==> config.mk <==
export PLATFORM = sky130hd
export DESIGN_NAME = pixel_write_sink_flat
export DESIGN_NICKNAME = d
export VERILOG_FILES = /design/src/rtl/pixel_write_sink_if.sv /design/src/rtl/pixel_write_sink.sv /design/src/flat_wrapper.sv
export SDC_FILE = /design/constraint.sdc
export NUM_CORES = 1
export LEC_CHECK = 0
export BUFFER_PORTS_ARGS = -buffer_cell sky130_fd_sc_hd__buf_4
export CELL_PAD_IN_SITES_DETAIL_PLACEMENT = 0
export CELL_PAD_IN_SITES_GLOBAL_PLACEMENT = 1
export CORE_MARGIN = 4
export CORE_UTILIZATION = 47
export CTS_CLUSTER_DIAMETER = 150
export DETAILED_ROUTE_END_ITERATION = 6
export GPL_TIMING_DRIVEN = 1
export PLACE_DENSITY = 0.86
export REMOVE_ABC_BUFFERS = 1
export SYNTH_ARGS = -nofsm -noshare
export SYNTH_HDL_FRONTEND = slang
export SYNTH_SLANG_ARGS = --single-unit
==> constraint.sdc <==
create_clock -name Clock -period 4.2 [get_ports Clock]
set_clock_uncertainty 0.05 [all_clocks]
set_input_delay 0.42 -clock Clock [delete_from_list [all_inputs] [get_ports Clock]]
set_output_delay 0.42 -clock Clock [all_outputs]
set_load 0.01 [all_outputs]
==> src/rtl/pixel_write_sink_if.sv <==
// Pixel-write stream (x, y, colour, strobe) plus the framebuffer write port it drains into.
// The master side is the drawing environment; the slave side is the sink.
interface pixel_write_sink_if #(
  parameter int unsigned AW = 19
);
  logic [9:0]    pix_x;
  logic [8:0]    pix_y;
  logic [8:0]    pix_color;
  logic          pix_write;
  logic          pix_ready;
  logic          mem_busy;
  logic [AW-1:0] mem_addr;
  logic [8:0]    mem_data;
  logic          mem_we;

  modport master (
    output pix_x, pix_y, pix_color, pix_write, mem_busy,
    input  pix_ready, mem_addr, mem_data, mem_we
  );

  modport slave (
    input  pix_x, pix_y, pix_color, pix_write, mem_busy,
    output pix_ready, mem_addr, mem_data, mem_we
  );
endinterface

==> src/rtl/pixel_write_sink.sv <==
// Clips, buffers and drains pixels to the framebuffer as y*XSCREEN+x; push to mem_we is 2 cycles.
// mem_busy stalls the drain; in-range pixels arriving while full are dropped and flag overflow.
module pixel_write_sink #(
  parameter int unsigned XSCREEN = 640,
  parameter int unsigned YSCREEN = 480,
  parameter int unsigned DEPTH   = 4,
  parameter int unsigned AW      = 19
) (
  input  logic               Clock,
  input  logic               Resetn,
  pixel_write_sink_if.slave  bus,
  input  logic               stats_clear,
  output logic               overflow,
  output logic [15:0]        clip_count,
  output logic [AW-1:0]      wr_count,
  output logic               sink_busy
);

  localparam int PW = $clog2(DEPTH);
  localparam int CW = PW + 1;

  typedef struct packed {
    logic [9:0] x;
    logic [8:0] y;
    logic [8:0] color;
  } pix_t;

  typedef enum logic [1:0] {IDLE, DRAIN, STALL} state_t;

  pix_t          fifo_mem [DEPTH];
  pix_t          head;
  logic [PW-1:0] wr_ptr;
  logic [PW-1:0] rd_ptr;
  logic [CW-1:0] count;
  logic [CW-1:0] count_nxt;
  state_t        state;
  state_t        state_nxt;

  logic          in_range;
  logic          full;
  logic          push;
  logic          drop;
  logic          clip;
  logic          pop;

  logic [AW-1:0] mem_addr_q;
  logic [8:0]    mem_data_q;
  logic          mem_we_q;

  // Capacity is judged on the start-of-cycle count, so a same-cycle pop never frees a slot for the push.
  assign in_range = (32'(bus.pix_x) < XSCREEN) && (32'(bus.pix_y) < YSCREEN);
  assign full     = (count == CW'(DEPTH));
  assign push     = bus.pix_write && in_range && !full;
  assign drop     = bus.pix_write && in_range && full;
  assign clip     = bus.pix_write && !in_range;
  assign pop      = (count != '0) && !bus.mem_busy;
  assign head     = fifo_mem[rd_ptr];

  always_comb begin
    count_nxt = count;
    case ({push, pop})
      2'b10:   count_nxt = count + CW'(1);
      2'b01:   count_nxt = count - CW'(1);
      default: count_nxt = count;
    endcase
  end

  always_ff @(posedge Clock) begin
    if (push) begin
      fifo_mem[wr_ptr] <= '{x: bus.pix_x, y: bus.pix_y, color: bus.pix_color};
    end
  end

  always_ff @(posedge Clock) begin
    if (!Resetn) begin
      wr_ptr     <= '0;
      rd_ptr     <= '0;
      count      <= '0;
      mem_we_q   <= 1'b0;
      mem_addr_q <= '0;
      mem_data_q <= '0;
    end else begin
      count    <= count_nxt;
      mem_we_q <= pop;
      if (push) begin
        wr_ptr <= wr_ptr + PW'(1);
      end
      if (pop) begin
        rd_ptr     <= rd_ptr + PW'(1);
        mem_addr_q <= AW'(head.y) * AW'(XSCREEN) + AW'(head.x);
        mem_data_q <= head.color;
      end
    end
  end

  // A clear wins over any increment or overflow set landing in the same cycle.
  always_ff @(posedge Clock) begin
    if (!Resetn || stats_clear) begin
      overflow   <= 1'b0;
      clip_count <= '0;
      wr_count   <= '0;
    end else begin
      if (drop) begin
        overflow <= 1'b1;
      end
      if (clip && (clip_count != 16'hFFFF)) begin
        clip_count <= clip_count + 16'd1;
      end
      if (mem_we_q) begin
        wr_count <= wr_count + AW'(1);
      end
    end
  end

  always_ff @(posedge Clock) begin
    if (!Resetn) begin
      state <= IDLE;
    end else begin
      state <= state_nxt;
    end
  end

  always_comb begin
    state_nxt = state;
    case (state)
      IDLE: begin
        if (push) begin
          state_nxt = DRAIN;
        end
      end
      DRAIN: begin
        if (count_nxt == '0) begin
          state_nxt = IDLE;
        end else if (bus.mem_busy) begin
          state_nxt = STALL;
        end
      end
      STALL: begin
        if (!bus.mem_busy) begin
          state_nxt = DRAIN;
        end
      end
      default: state_nxt = IDLE;
    endcase
  end

  assign bus.pix_ready = !full;
  assign bus.mem_addr  = mem_addr_q;
  assign bus.mem_data  = mem_data_q;
  assign bus.mem_we    = mem_we_q;
  assign sink_busy     = (state != IDLE) || mem_we_q;

endmodule

==> src/flat_wrapper.sv <==
// flat-port wrapper written by rule: the top's interface ports become plain ports
module pixel_write_sink_flat 
#(
  parameter int unsigned XSCREEN = 640,
  parameter int unsigned YSCREEN = 480,
  parameter int unsigned DEPTH   = 4,
  parameter int unsigned AW      = 19
)
  (Clock, Resetn, stats_clear, overflow, clip_count, wr_count, sink_busy, bus_pix_x, bus_pix_y, bus_pix_color, bus_pix_write, bus_mem_busy, bus_pix_ready, bus_mem_addr, bus_mem_data, bus_mem_we);
  pixel_write_sink_if #(.AW(AW)) bus_i ();
  input  logic Clock;
  input  logic Resetn;
  input  logic stats_clear;
  output logic overflow;
  output logic [15:0] clip_count;
  output logic [AW-1:0] wr_count;
  output logic sink_busy;
  input wire logic [$bits(bus_i.pix_x)-1:0] bus_pix_x;
  input wire logic [$bits(bus_i.pix_y)-1:0] bus_pix_y;
  input wire logic [$bits(bus_i.pix_color)-1:0] bus_pix_color;
  input wire logic [$bits(bus_i.pix_write)-1:0] bus_pix_write;
  input wire logic [$bits(bus_i.mem_busy)-1:0] bus_mem_busy;
  output wire logic [$bits(bus_i.pix_ready)-1:0] bus_pix_ready;
  output wire logic [$bits(bus_i.mem_addr)-1:0] bus_mem_addr;
  output wire logic [$bits(bus_i.mem_data)-1:0] bus_mem_data;
  output wire logic [$bits(bus_i.mem_we)-1:0] bus_mem_we;
  assign bus_i.pix_x = bus_pix_x;
  assign bus_i.pix_y = bus_pix_y;
  assign bus_i.pix_color = bus_pix_color;
  assign bus_i.pix_write = bus_pix_write;
  assign bus_i.mem_busy = bus_mem_busy;
  assign bus_pix_ready = bus_i.pix_ready;
  assign bus_mem_addr = bus_i.mem_addr;
  assign bus_mem_data = bus_i.mem_data;
  assign bus_mem_we = bus_i.mem_we;
  pixel_write_sink #(.XSCREEN(XSCREEN), .YSCREEN(YSCREEN), .DEPTH(DEPTH), .AW(AW)) u_core (.Clock(Clock), .Resetn(Resetn), .bus(bus_i), .stats_clear(stats_clear), .overflow(overflow), .clip_count(clip_count), .wr_count(wr_count), .sink_busy(sink_busy));
endmodule
# After elaboration in Yosys (flattened, before gate mapping)
# Memories as Yosys holds them, arrays and structs flattened. A register that Yosys moved wholly into a read port is not among the register bits.
# Index checks and enable logic that the tools add are counted.
# classes
mux,10
reduce_logical,18
add_sub_neg,7
n_lt_le_gt_ge,2
n_mul,1
n_eq_ne,9
# op_table
cell,n
adder 19 x 1 -> 19 bit (second input constant),1
adder 19 x 10 -> 19 bit,1
adder 16 x 1 -> 16 bit (second input constant),1
!= test 16 bit (second input constant),1
multiplier 9 x 3 -> 12 bit (second input constant),1
2-to-1 mux 2 bit,6
less-than comparator 10 bit (second input constant),1
less-than comparator 9 bit (second input constant),1
logical AND 1 bit,7
case mux 2 bit (3 select lines),1
case mux 3 bit (2 select lines),1
adder 2 x 1 -> 2 bit (second input constant),2
equality test 2 x 1 -> 1 bit (second input constant),2
equality test 2 bit (second input constant),2
logical NOT 1 bit,4
adder 3 x 1 -> 3 bit (second input constant),1
equality test 3 bit (second input constant),1
logical NOT 3 bit,1
!= test 3 x 2 -> 1 bit (second input constant),1
AND reduction 3 bit,1
nonzero test 3 bit,1
subtractor 3 x 1 -> 3 bit (second input constant),1
logical NOT 2 bit,1
logical OR 1 bit,2
other kinds (4),5
# word_totals
wordCells,58
in_bits,33
ff_bits,74
ram_bits,112
n_memories,1
# memory_table
memory,depth,word_bits,read_ports,rd_ports_with_merged_regs,write_ports,line,rtl
u_core.fifo_mem,4,28,1,1,1,pixel_write_sink.sv:30,pix_t fifo_mem [DEPTH];

# Longest topological paths before layout
# logic_depth
depth_word,9
ltp_mapped,14
ltp_nobuf,13

# Least setup slack after synthesis
# No wires, ideal clock.
# synth_timing
kind,register -> register
start,reg with a tool-made name
end,reg u_core.mem_addr_q[17] (netlist: u_core.bus.mem_addr[17])
path_slack_ps,674
setup_time_ps,70
path_buffers,2
required_time_ps,4080
t_arrival_ps,3407
stages_incl_launch_ff,13
cell_sequence,dfxtp_1 > buf_6 > buf_2 > mux4_2 > ha_1 > ha_1 > fa_1 > a211oi_2 > o21ai_1 > a221oi_4 > nand4_1 > xor2_1 > a21oi_1
# synth_rtl
element,line,rtl
"end signal, assigned",pixel_write_sink.sv:90,mem_addr_q <= AW'(head.y) * AW'(XSCREEN) + AW'(head.x);
"end, declared",pixel_write_sink.sv:46,logic [AW-1:0] mem_addr_q;

==> impl_metrics.yaml <==
timing:
  hold_ws_ns: 0.154
  hold_viol_final: 0
  fin_tns_setup_ns: 0
  fmax_mhz: 286
  slew_viol_final: 0
  rsz0062_at_grt: "no"
  finalCritPeriodShare_pct: 83.1
  fin_crit_ns: 3.49
  worst_pin_slew_ns: 0.842
  setup_viol_count_final: 0
  slew_headroom_pct: 43.9
hold_path:
  hold_class: "input port to flip-flop"
global_routing:
  grt_pass1_wl_mm: 24.8
  grt_pass1_vias: 4899
  grt_max_degree: 37
  grt_antenna_before_repair: 0
  grt.overflow.total: 0
  grt.total_usage_pct: 17.2
synth:
  synth-edff-count: 112
  synthDistinctLibCells: 53
  synthTopCellsByArea: "edfxtp_1 (43%), dfxtp_1 (19%), mux4_2 (8.0%)"
  syn_inst: 583
  ys_seq_area_share_pct: 62.1
  yosysWarnings: 0
  synth_top_area_cell: "edfxtp_1"
  mappedNetlistArea_um2: 7860
  synth-main-ff-cell: "edfxtp_1"
  synth_area_per_cell_um2: 13.5
  yosysTopAreaCellShare_pct: 42.8
  synth.ff_latch_count: 188
  async_flop_share_pct: 0
setup_path:
  worstPathArrival_ns: 3.78
  endpoint_kind: "flip-flop"
  worst-path-max-fanout: 10
  crit_path_start_kind: "flip-flop"
  path_class: "flip-flop to flip-flop"
  cp.required_ns: 4.49
clock_tree:
  clkLatencyLatePin_ns: 0.42
  cts.repair.resized: 0
  cts_tree: "yes"
  cts-buffers-inserted: 17
  cts_post_setup_buffers_inserted: 0
  clock-sinks: 188
  h-tree-depth: 4
  cts.path.max_buffers: 2
  cts_root_buf: "clkbuf_16"
  clk_pin_slew_ns: 0.07
  ctsHoldBuffers: 0
placed_design:
  dp_hpwl_mm: 10.5
  placed_cell_area_um2: 8870
  globalplace.congestion: 0.781
  port_buffers: 99
power:
  p_leak_nw: 3.41
  pwr-share-clk_pct: 27.4
  power_frac_seq_pct: 39.1
  switchingPower_mw: 1.86
  combPwrFrac_pct: 33.4
  switching_share_pct: 32.2
  intPower_mw: 3.92
  peakVddDrop_uv: 335
  powerDensity_nw_per_um2: 611
floorplanning:
  die_area_um2: 18900
  row_count: 47
  core_um2: 16500
  ioPinCount: 100
  die_h_um: 137
  dieWidth_um: 137
  start_util_pct: 47.7
detailed_routing:
  drtIter0Drc: 266
  viasPerCell: 5.27
  drc: 0
  wl_mm: 15.6
  wl_per_cell_um: 16.9
  antenna_left: 0
  dr.pass1.iters: 4
  via_count: 4873
finish:
  final_area_um2: 9460
  layout_common_cells: "edfxtp_1 (112), buf_4 (107), dfxtp_1 (75)"
  nets: 751
  diodes: 0
  final_common_cell: "edfxtp_1"
  drive_gt1_share_pct: 26.7
  area_delta_synth_final_pct: 20.4
run:
  maxCapViolCount: 0
run_status:
  status: "finished clean"
-- logic make-up (layout without fill, tap and decap cells) --
kind of cell               count (synthesis)  count (layout)  share of synthesized area (%)
AOI/OAI and AO/OA                         71              71                           6.11
adders and majority gates                 27              27                           4.58
buffers and inverters                     33             154                           1.97
DFF                                      188             188                           62.1
xor gates and xnor gates                  45              45                           5.01
and+or+nand+nor                          187             187                           11.7
muxes                                     32              32                           8.53
-- cell usage after synthesis (all sizes together), types with 13 or more instances --
library cell / instances
inv: 13
a21oi: 34
xnor2: 15
o21ai: 16
clkbuf: 13
edfxtp: 112
mux4: 28
nand3: 15
nor2: 58
nand2: 58
dfxtp: 76
xor2: 30
ha: 24
-- per-stage QoR --
step / instances / setup slack [ns] / power (mW) / utilization [%]
floorplan: 563 / 0.0275 / 3.71 / -
global placement: 892 / 0.732 / 4.22 / 53.9
detailed placement: 892 / 0.725 / 4.26 / 53.9
CTS: 924 / 0.685 / 5.86 / 57.5
global route: 924 / 0.453 / 6.17 / 57.5
finish: 924 / 0.709 / 5.79 / 57.5
-- critical path, stage by stage, from the launching register on --
cell and delay, ns:
dfxtp_2 0.53, mux4_2 0.58, ha_1 0.32, ha_1 0.25, fa_1 0.44, a211oi_2 0.29, o21ai_1 0.16, a221oi_4 0.34
nand4_1 0.15, xor2_1 0.17, a21oi_1 0.13
-- layer usage --
metal | GRT usage [%] | wire (µm) | vias up
li1 | - | - | 2362
met4 | 6.15 | 228 | 0
met5 | 0 | 0 | -
met2 | 29.5 | 8050 | 106
met1 | 21.8 | 6650 | 2394
met3 | 3.29 | 671 | 11
-- flip-flops by register name, summed over array words and instances, names as in the netlist, named ones only --
signal,cells
u_core.bus.mem_addr,19
u_core.fifo_mem,112
u_core.bus.mem_data,9
u_core.clip_count,16
u_core.count,3
u_core.overflow,1
u_core.wr_count,19
u_core.rd_ptr,2
u_core.bus.mem_we,1
u_core.state,2
u_core.wr_ptr,2
-- path summary, 6_finish.rpt --
kind,from,to,slack [ns],cells past startpoint
setup / recovery,flip-flop,u_core.bus.mem_addr[17],0.71,10
hold / removal,bus_pix_x[0],u_core.fifo_mem[1][18],0.15,1
setup reg to reg,flip-flop,u_core.bus.mem_addr[17],0.71,10
hold reg to reg,u_core.bus.mem_addr[10],u_core.bus.mem_addr[10],0.40,2
-- cell type report --
class / count / area, µm²
fill: 1331 / 7000
sequential: 188 / 4890
multi-input combinational: 362 / 2820
timing repair buffer: 109 / 843
clock buffer: 19 / 433
tap: 220 / 275
clock inverter: 13 / 156
inverter: 13 / 48.8
-- power by group through the flow --
| stage | combinational [mW] | clock, mW | sequential, mW |
|---|---|---|---|
| 3_3_place_gp | 1.92 | 0 | 2.29 |
| 4_1_cts | 1.97 | 1.62 | 2.27 |
| 5_1_grt | 2.17 | 1.71 | 2.29 |
| 3_5_place_dp | 1.95 | 0 | 2.31 |
| 6_report | 1.94 | 1.59 | 2.26 |
| 2_1_floorplan | 1.33 | 0 | 2.37 |
Note: power is estimated with default switching activity, not from simulation.
